==> config.mk <==
export PLATFORM = sky130hd
export DESIGN_NAME = census_matching_cost
export DESIGN_NICKNAME = d
export VERILOG_FILES = /design/src/rtl/sgm_pkg.sv /design/src/rtl/census_popcount.sv /design/src/rtl/census_matching_cost.sv
export SDC_FILE = /design/constraint.sdc
export NUM_CORES = 2
export LEC_CHECK = 0
export ABC_AREA = 0
export BUFFER_PORTS_ARGS = -buffer_cell sky130_fd_sc_hd__buf_2
export CAP_MARGIN = 25
export CORE_UTILIZATION = 45
export CTS_CLUSTER_DIAMETER = 50
export CTS_CLUSTER_SIZE = 8
export DETAILED_ROUTE_END_ITERATION = 7
export SKIP_LAST_GASP = 1
export SLEW_MARGIN = 20
export SYNTH_ARGS = -nofsm -noshare
export SYNTH_HDL_FRONTEND = slang
export SYNTH_SLANG_ARGS = --single-unit
export TNS_END_PERCENT = 10
==> constraint.sdc <==
create_clock -name clk -period 9.05 [get_ports clk]
set_input_delay 0.4525 -clock clk [delete_from_list [all_inputs] [get_ports clk]]
set_output_delay 0.4525 -clock clk [all_outputs]
set_load 0.1 [all_outputs]
==> src/rtl/sgm_pkg.sv <==
// Shared constants and helpers for the SGM stereo chain (census cost, aggregation).
package sgm_pkg;

  localparam int CENSUS_WIDTH_DEFAULT = 49;
  localparam int MAX_DISP_DEFAULT     = 16;

  // Bits needed to represent values 0..value-1.
  function automatic int clog2(input int value);
    int r;
    int v;
    r = 0;
    v = value - 1;
    while (v > 0) begin
      r++;
      v = v >> 1;
    end
    return r;
  endfunction

  // LSB position of disparity d inside a packed cost vector.
  function automatic int cost_lsb(input int d, input int cost_width);
    return d * cost_width;
  endfunction

endpackage

==> src/rtl/census_popcount.sv <==
// Two-stage pipelined population count: byte-wise partial sums, then final sum.
module census_popcount
  import sgm_pkg::*;
#(
  parameter  int WIDTH     = CENSUS_WIDTH_DEFAULT,
  localparam int OUT_WIDTH = clog2(WIDTH + 1)
) (
  input  logic                 clk,
  input  logic                 rst_n,
  input  logic [WIDTH-1:0]     vec_in,
  output logic [OUT_WIDTH-1:0] count_out
);

  localparam int CHUNK      = 8;
  localparam int NCHUNK     = (WIDTH + CHUNK - 1) / CHUNK;
  localparam int PAD_WIDTH  = NCHUNK * CHUNK;
  localparam int PART_WIDTH = 4;

  logic [PAD_WIDTH-1:0]  vec_pad;
  logic [PART_WIDTH-1:0] part_next [NCHUNK];
  logic [PART_WIDTH-1:0] part_reg  [NCHUNK];
  logic [OUT_WIDTH-1:0]  sum_next;
  logic [OUT_WIDTH-1:0]  sum_reg;

  always_comb begin
    vec_pad = '0;
    vec_pad[WIDTH-1:0] = vec_in;
    for (int c = 0; c < NCHUNK; c++) begin
      part_next[c] = '0;
      for (int b = 0; b < CHUNK; b++) begin
        part_next[c] = part_next[c] + PART_WIDTH'(vec_pad[c*CHUNK + b]);
      end
    end
  end

  always_comb begin
    sum_next = '0;
    for (int c = 0; c < NCHUNK; c++) begin
      sum_next = sum_next + OUT_WIDTH'(part_reg[c]);
    end
  end

  always_ff @(posedge clk or negedge rst_n) begin
    if (!rst_n) begin
      for (int c = 0; c < NCHUNK; c++) begin
        part_reg[c] <= '0;
      end
      sum_reg <= '0;
    end else begin
      for (int c = 0; c < NCHUNK; c++) begin
        part_reg[c] <= part_next[c];
      end
      sum_reg <= sum_next;
    end
  end

  assign count_out = sum_reg;

endmodule

==> src/rtl/census_matching_cost.sv <==
// Census Hamming matching cost over MAX_DISP disparities, 3-cycle latency.
// Optional winner-take-all min-tree enabled by macro CENSUS_COST_WTA_EN.
module census_matching_cost
  import sgm_pkg::*;
#(
  parameter  int CENSUS_WIDTH = CENSUS_WIDTH_DEFAULT,
  parameter  int MAX_DISP     = MAX_DISP_DEFAULT,
  localparam int COST_WIDTH   = clog2(CENSUS_WIDTH + 1),
  localparam int DISP_WIDTH   = clog2(MAX_DISP)
) (
  input  logic                           clk,
  input  logic                           rst_n,
  input  logic                           de_in,
  input  logic                           h_sync_in,
  input  logic                           v_sync_in,
  input  logic [CENSUS_WIDTH-1:0]        census_left_in,
  input  logic [CENSUS_WIDTH-1:0]        census_right_in,
  output logic                           de_out,
  output logic                           h_sync_out,
  output logic                           v_sync_out,
  output logic [MAX_DISP*COST_WIDTH-1:0] cost_out
`ifdef CENSUS_COST_WTA_EN
  ,
  output logic [DISP_WIDTH-1:0]          disparity_out
`endif
);

  localparam int COL_WIDTH  = DISP_WIDTH + 1;
  localparam int PIPE_DEPTH = 3;

  logic [CENSUS_WIDTH-1:0]        hist_reg [MAX_DISP-1];
  logic [CENSUS_WIDTH-1:0]        tap      [MAX_DISP];
  logic                           de_prev_reg;
  logic [COL_WIDTH-1:0]           col_reg;
  logic [COL_WIDTH-1:0]           col_idx;
  logic [2:0]                     ctrl_pipe_reg [PIPE_DEPTH];
  logic [MAX_DISP*COST_WIDTH-1:0] cost_s3;

  always_comb begin
    tap[0] = census_right_in;
    for (int d = 1; d < MAX_DISP; d++) begin
      tap[d] = hist_reg[d-1];
    end
  end

  // A rising de_in starts a new line at column 0, even after a mid-line reset.
  assign col_idx = (de_in && !de_prev_reg) ? '0 : col_reg;

  always_ff @(posedge clk or negedge rst_n) begin
    if (!rst_n) begin
      for (int k = 0; k < MAX_DISP-1; k++) begin
        hist_reg[k] <= '0;
      end
      de_prev_reg <= 1'b0;
      col_reg     <= '0;
    end else begin
      de_prev_reg <= de_in;
      if (de_in) begin
        hist_reg[0] <= census_right_in;
        for (int k = 1; k < MAX_DISP-1; k++) begin
          hist_reg[k] <= hist_reg[k-1];
        end
        col_reg <= (col_idx == COL_WIDTH'(MAX_DISP)) ? col_idx : col_idx + 1'b1;
      end
    end
  end

  always_ff @(posedge clk or negedge rst_n) begin
    if (!rst_n) begin
      for (int k = 0; k < PIPE_DEPTH; k++) begin
        ctrl_pipe_reg[k] <= '0;
      end
    end else begin
      ctrl_pipe_reg[0] <= {de_in, h_sync_in, v_sync_in};
      for (int k = 1; k < PIPE_DEPTH; k++) begin
        ctrl_pipe_reg[k] <= ctrl_pipe_reg[k-1];
      end
    end
  end

  genvar gi;
  for (gi = 0; gi < MAX_DISP; gi++) begin : g_disp
    logic [CENSUS_WIDTH-1:0] xor_reg;
    logic [COST_WIDTH-1:0]   cnt;

    // Border pixels feed all-ones so the popcount lands exactly on CENSUS_WIDTH.
    always_ff @(posedge clk or negedge rst_n) begin
      if (!rst_n) begin
        xor_reg <= '0;
      end else begin
        if (gi == 0) begin
          xor_reg <= census_left_in ^ tap[gi];
        end else begin
          xor_reg <= (col_idx < COL_WIDTH'(gi)) ? '1 : (census_left_in ^ tap[gi]);
        end
      end
    end

    census_popcount #(
      .WIDTH(CENSUS_WIDTH)
    ) u_popcount (
      .clk      (clk),
      .rst_n    (rst_n),
      .vec_in   (xor_reg),
      .count_out(cnt)
    );

    assign cost_s3[cost_lsb(gi, COST_WIDTH) +: COST_WIDTH] = cnt;
  end

`ifdef CENSUS_COST_WTA_EN
  logic [MAX_DISP*COST_WIDTH-1:0] cost_dly_reg [DISP_WIDTH];
  logic [2:0]                     ctrl_dly_reg [DISP_WIDTH];

  genvar gj;
  for (gj = 0; gj <= DISP_WIDTH; gj++) begin : g_lvl
    localparam int N = MAX_DISP >> gj;
    logic [N*COST_WIDTH-1:0] cost_lvl;
    logic [N*DISP_WIDTH-1:0] idx_lvl;

    if (gj == 0) begin : g_leaf
      assign cost_lvl = cost_s3;
      always_comb begin
        idx_lvl = '0;
        for (int i = 0; i < N; i++) begin
          idx_lvl[i*DISP_WIDTH +: DISP_WIDTH] = DISP_WIDTH'(i);
        end
      end
    end else begin : g_node
      logic [2*N*COST_WIDTH-1:0] prev_cost;
      logic [2*N*DISP_WIDTH-1:0] prev_idx;
      assign prev_cost = g_lvl[gj-1].cost_lvl;
      assign prev_idx  = g_lvl[gj-1].idx_lvl;

      // Strict less-than keeps the lower disparity on ties.
      always_ff @(posedge clk or negedge rst_n) begin
        if (!rst_n) begin
          cost_lvl <= '0;
          idx_lvl  <= '0;
        end else begin
          for (int i = 0; i < N; i++) begin
            if (prev_cost[(2*i+1)*COST_WIDTH +: COST_WIDTH] < prev_cost[2*i*COST_WIDTH +: COST_WIDTH]) begin
              cost_lvl[i*COST_WIDTH +: COST_WIDTH] <= prev_cost[(2*i+1)*COST_WIDTH +: COST_WIDTH];
              idx_lvl[i*DISP_WIDTH +: DISP_WIDTH]  <= prev_idx[(2*i+1)*DISP_WIDTH +: DISP_WIDTH];
            end else begin
              cost_lvl[i*COST_WIDTH +: COST_WIDTH] <= prev_cost[2*i*COST_WIDTH +: COST_WIDTH];
              idx_lvl[i*DISP_WIDTH +: DISP_WIDTH]  <= prev_idx[2*i*DISP_WIDTH +: DISP_WIDTH];
            end
          end
        end
      end
    end
  end

  always_ff @(posedge clk or negedge rst_n) begin
    if (!rst_n) begin
      for (int k = 0; k < DISP_WIDTH; k++) begin
        cost_dly_reg[k] <= '0;
        ctrl_dly_reg[k] <= '0;
      end
    end else begin
      cost_dly_reg[0] <= cost_s3;
      ctrl_dly_reg[0] <= ctrl_pipe_reg[PIPE_DEPTH-1];
      for (int k = 1; k < DISP_WIDTH; k++) begin
        cost_dly_reg[k] <= cost_dly_reg[k-1];
        ctrl_dly_reg[k] <= ctrl_dly_reg[k-1];
      end
    end
  end

  assign cost_out      = cost_dly_reg[DISP_WIDTH-1];
  assign de_out        = ctrl_dly_reg[DISP_WIDTH-1][2];
  assign h_sync_out    = ctrl_dly_reg[DISP_WIDTH-1][1];
  assign v_sync_out    = ctrl_dly_reg[DISP_WIDTH-1][0];
  assign disparity_out = g_lvl[DISP_WIDTH].idx_lvl;
`else
  assign cost_out   = cost_s3;
  assign de_out     = ctrl_pipe_reg[PIPE_DEPTH-1][2];
  assign h_sync_out = ctrl_pipe_reg[PIPE_DEPTH-1][1];
  assign v_sync_out = ctrl_pipe_reg[PIPE_DEPTH-1][0];
`endif

endmodule

==> out/metrics.yaml <==
outcome: "finished, final reports clean"
final_common_cell: "dfrtp_1"
grt_use_met3_pct: 4.60
min_path_cells: 2
final-setup-viol-count: 0
clock_path_buffers: 4
period_share_pct: 45.5
clk_latency_ns: 0.91
dieArea_mm2: 0.218
cpMaxStageDelayCell: "fa_1"
final_antenna_net_count: 0
worst-r2r-cell-count: 11
report.final.hold_viol_count: 0
crit_start: "g_disp[10].u_popcount.part_reg[20]"
hold_end: "g_disp[0].xor_reg[48]"
antenna_found_initial: 38
synth-main-ff-cell: "dfrtp_1"
cts_buffers: 307
drive_gt1_share_pct: 16.7
layout.nets: 9099
end_kind: "flop"
grt.busiest_layer: "met2"
start_util_pct: 45.3
critPathMaxStageDelay_ns: 0.57
synth_edf_count: 0
tns_ns: 0
hp-class: "primary input to flop"
final.setup.worst_slack_ns: 4.93
drt-initial-drc-count: 2668
cts-root-buf: "clkbuf_16"
h-tree-depth: 5
grt_pass1_wl_um: 334000
routed_wl_um: 211000
hold_path_startpoint: "census_left_in[48]"
crit_buf_inv: 1
die_width_um: 467
worst-path-max-fanout: 2
cts_sinks: 2029
synth_seq_cells: 2029
synth_fp_nets: 8768
final_cell_mix: "dfrtp_1, inv_1, xnor2_1, mux2_2, fa_1"
syn_area_per_cell_um2: 12.7
die_height_um: 467
ioPinCount: 202
cp-start-kind: "flop"
grt_usage_pct: 20.3
drc_errors: 0
crit_arrival_ns: 4.92
fin_area_mm2: 0.110
n_fill_cell: 18300
grt_use_met1_pct: 28.4
path_delay_family: "adder cells"
coreArea_mm2: 0.215
max_slew_margin_pct: 26.5
worstPathCellList: "ha_1 -> fa_1 -> xor2_1 -> fa_1 -> fa_1 -> inv_1 -> fa_1 -> fa_1 -> nand2b_1 -> a21oi_1 -> xnor2_1"
seq_area_mm2: 0.0508
met2_usage_pct: 31.6
min_period_ns: 4.12
cts_setup_buffers: 0
largest_reg_flops: 784
max_freq_mhz: 243
place_congestion: 0.815
place_area_mm2: 0.101
crit_type: "flop to flop"
num_rows: 170
r2r-end: "g_disp[10].u_popcount.count_out[5]"
grt_max_degree: 176
slew_viol_final: 0
dp_slack_ns: 4.96
maxCapViolCount: 0
yosysWarnings: 0
crit_required_ns: 9.85
worst-r2r-setup-slack_ns: 4.93
grt_overflow_total: 0
synth-seq-area-share_pct: 52.3
grt_setup_unrepaired: "false"
multiInputGateArea_mm2: 0.0397
syn_to_final_growth_pct: 13.0
skew_ns: 0.0411
path_common_cell: "fa_1"
fin_util_pct: 51.1
cts-resized-gates: 0
via_per_inst: 4.70
dp_hpwl_um: 155000
synthCells: 7623
synthDistinctLibCells: 39
r2r-start: "g_disp[10].u_popcount.part_reg[20]"
syn_area_mm2: 0.0971
post_drt_wl_per_cell_um: 19.5
portBuffers: 201
postSynth.asyncResetShare_pct: 100
grt_pass1_vias: 56100
clk_pin_slew_ns: 0.05
drt_pre_antenna_iters: 5
cts_tree: "done"
tightest_slew_ns: 1.10
vias: 50900
[per-layer routing]
layer  wire length [µm]  share of wire [%]  vias up
met2              97600                 46      800
met1              97600                 46    26100
met5                145              0.069        -
met3              10600                5.0      347
met4               4800                2.3       24
li1                   -                  -    23700
[repair_timing]
item	CTS	global route
hold buffers	53	0
endpoints found under the setup margin	0	0
endpoints found under the hold margin	221	0
[stage by stage]
stage | instances | hold slack [ns]
6_report | 10800 | 0.135
5_1_grt | 10800 | 0.108
4_1_cts | 10800 | 0.0849
3_5_place_dp | 10400 | 0.336
3_3_place_gp | 10400 | 0.331
2_1_floorplan | 7623 | 0.157
[cell families (layout without fill, tap and decap cells)]
family / Yosys count / count (layout) / share of synthesized area [%]
AO/OA/AOI/OAI: 430 / 430 / 2.43
XOR/XNOR: 960 / 960 / 8.65
adder cells (fa/ha/maj): 1042 / 1042 / 18.1
buffers and inverters: 1739 / 2099 / 6.98
flip-flops: 2029 / 2029 / 52.3
multiplexers: 737 / 737 / 8.54
other: 0 / 6 / 0
AND/OR/NAND/NOR: 686 / 686 / 3.01
[final cells by class]
type,instances,share of cell area [%]
sequential,2029,46.3
multi-input combinational,3855,36.1
clock buffer,331,7.33
inverter,1457,4.98
tap,2838,3.24
timing repair buffer,304,1.96
clock inverter,7,0.0673
antenna,6,0.0137
[worst max-delay path by stage]
stage,end,slack [ns],cells past startpoint
after floorplan,g_disp[11].u_popcount.count_out[5],5.20,12
after global placement,g_disp[5].u_popcount.count_out[5],4.98,11
after detailed placement,g_disp[11].u_popcount.count_out[5],4.96,12
after CTS,g_disp[5].u_popcount.count_out[5],4.95,11
after global routing,g_disp[10].u_popcount.count_out[5],4.80,13
final,g_disp[10].u_popcount.count_out[5],4.93,11
[cells in the mapped netlist (2+ instances only)]
master / instances / area share, %
inv_1: 1457 / 5.6
xnor2_1: 878 / 7.9
fa_1: 608 / 13
buf_6: 4 / 0.046
nor2_1: 20 / 0.077
dfrtp_1: 2029 / 52
clkbuf_2: 8 / 0.041
a21oi_1: 161 / 0.83
a21o_1: 56 / 0.43
nand3_1: 2 / 0.010
a21oi_2: 4 / 0.036
buf_1: 9 / 0.035
buf_4: 6 / 0.046
buf_2: 156 / 0.80
nand2b_1: 11 / 0.071
clkbuf_1: 99 / 0.38
o21ai_0: 199 / 1.0
mux2_2: 736 / 8.5
ha_1: 434 / 5.6
xor2_1: 82 / 0.74
nand2_1: 545 / 2.1
nor3_1: 2 / 0.010
nor4_4: 2 / 0.044
nor2_4: 2 / 0.023
nor2_2: 2 / 0.013
nor2b_1: 98 / 0.63
Power is left out: the tool's default activity adds up to more than one toggle a clock period on the data nets, which glitch-free logic cannot reach.
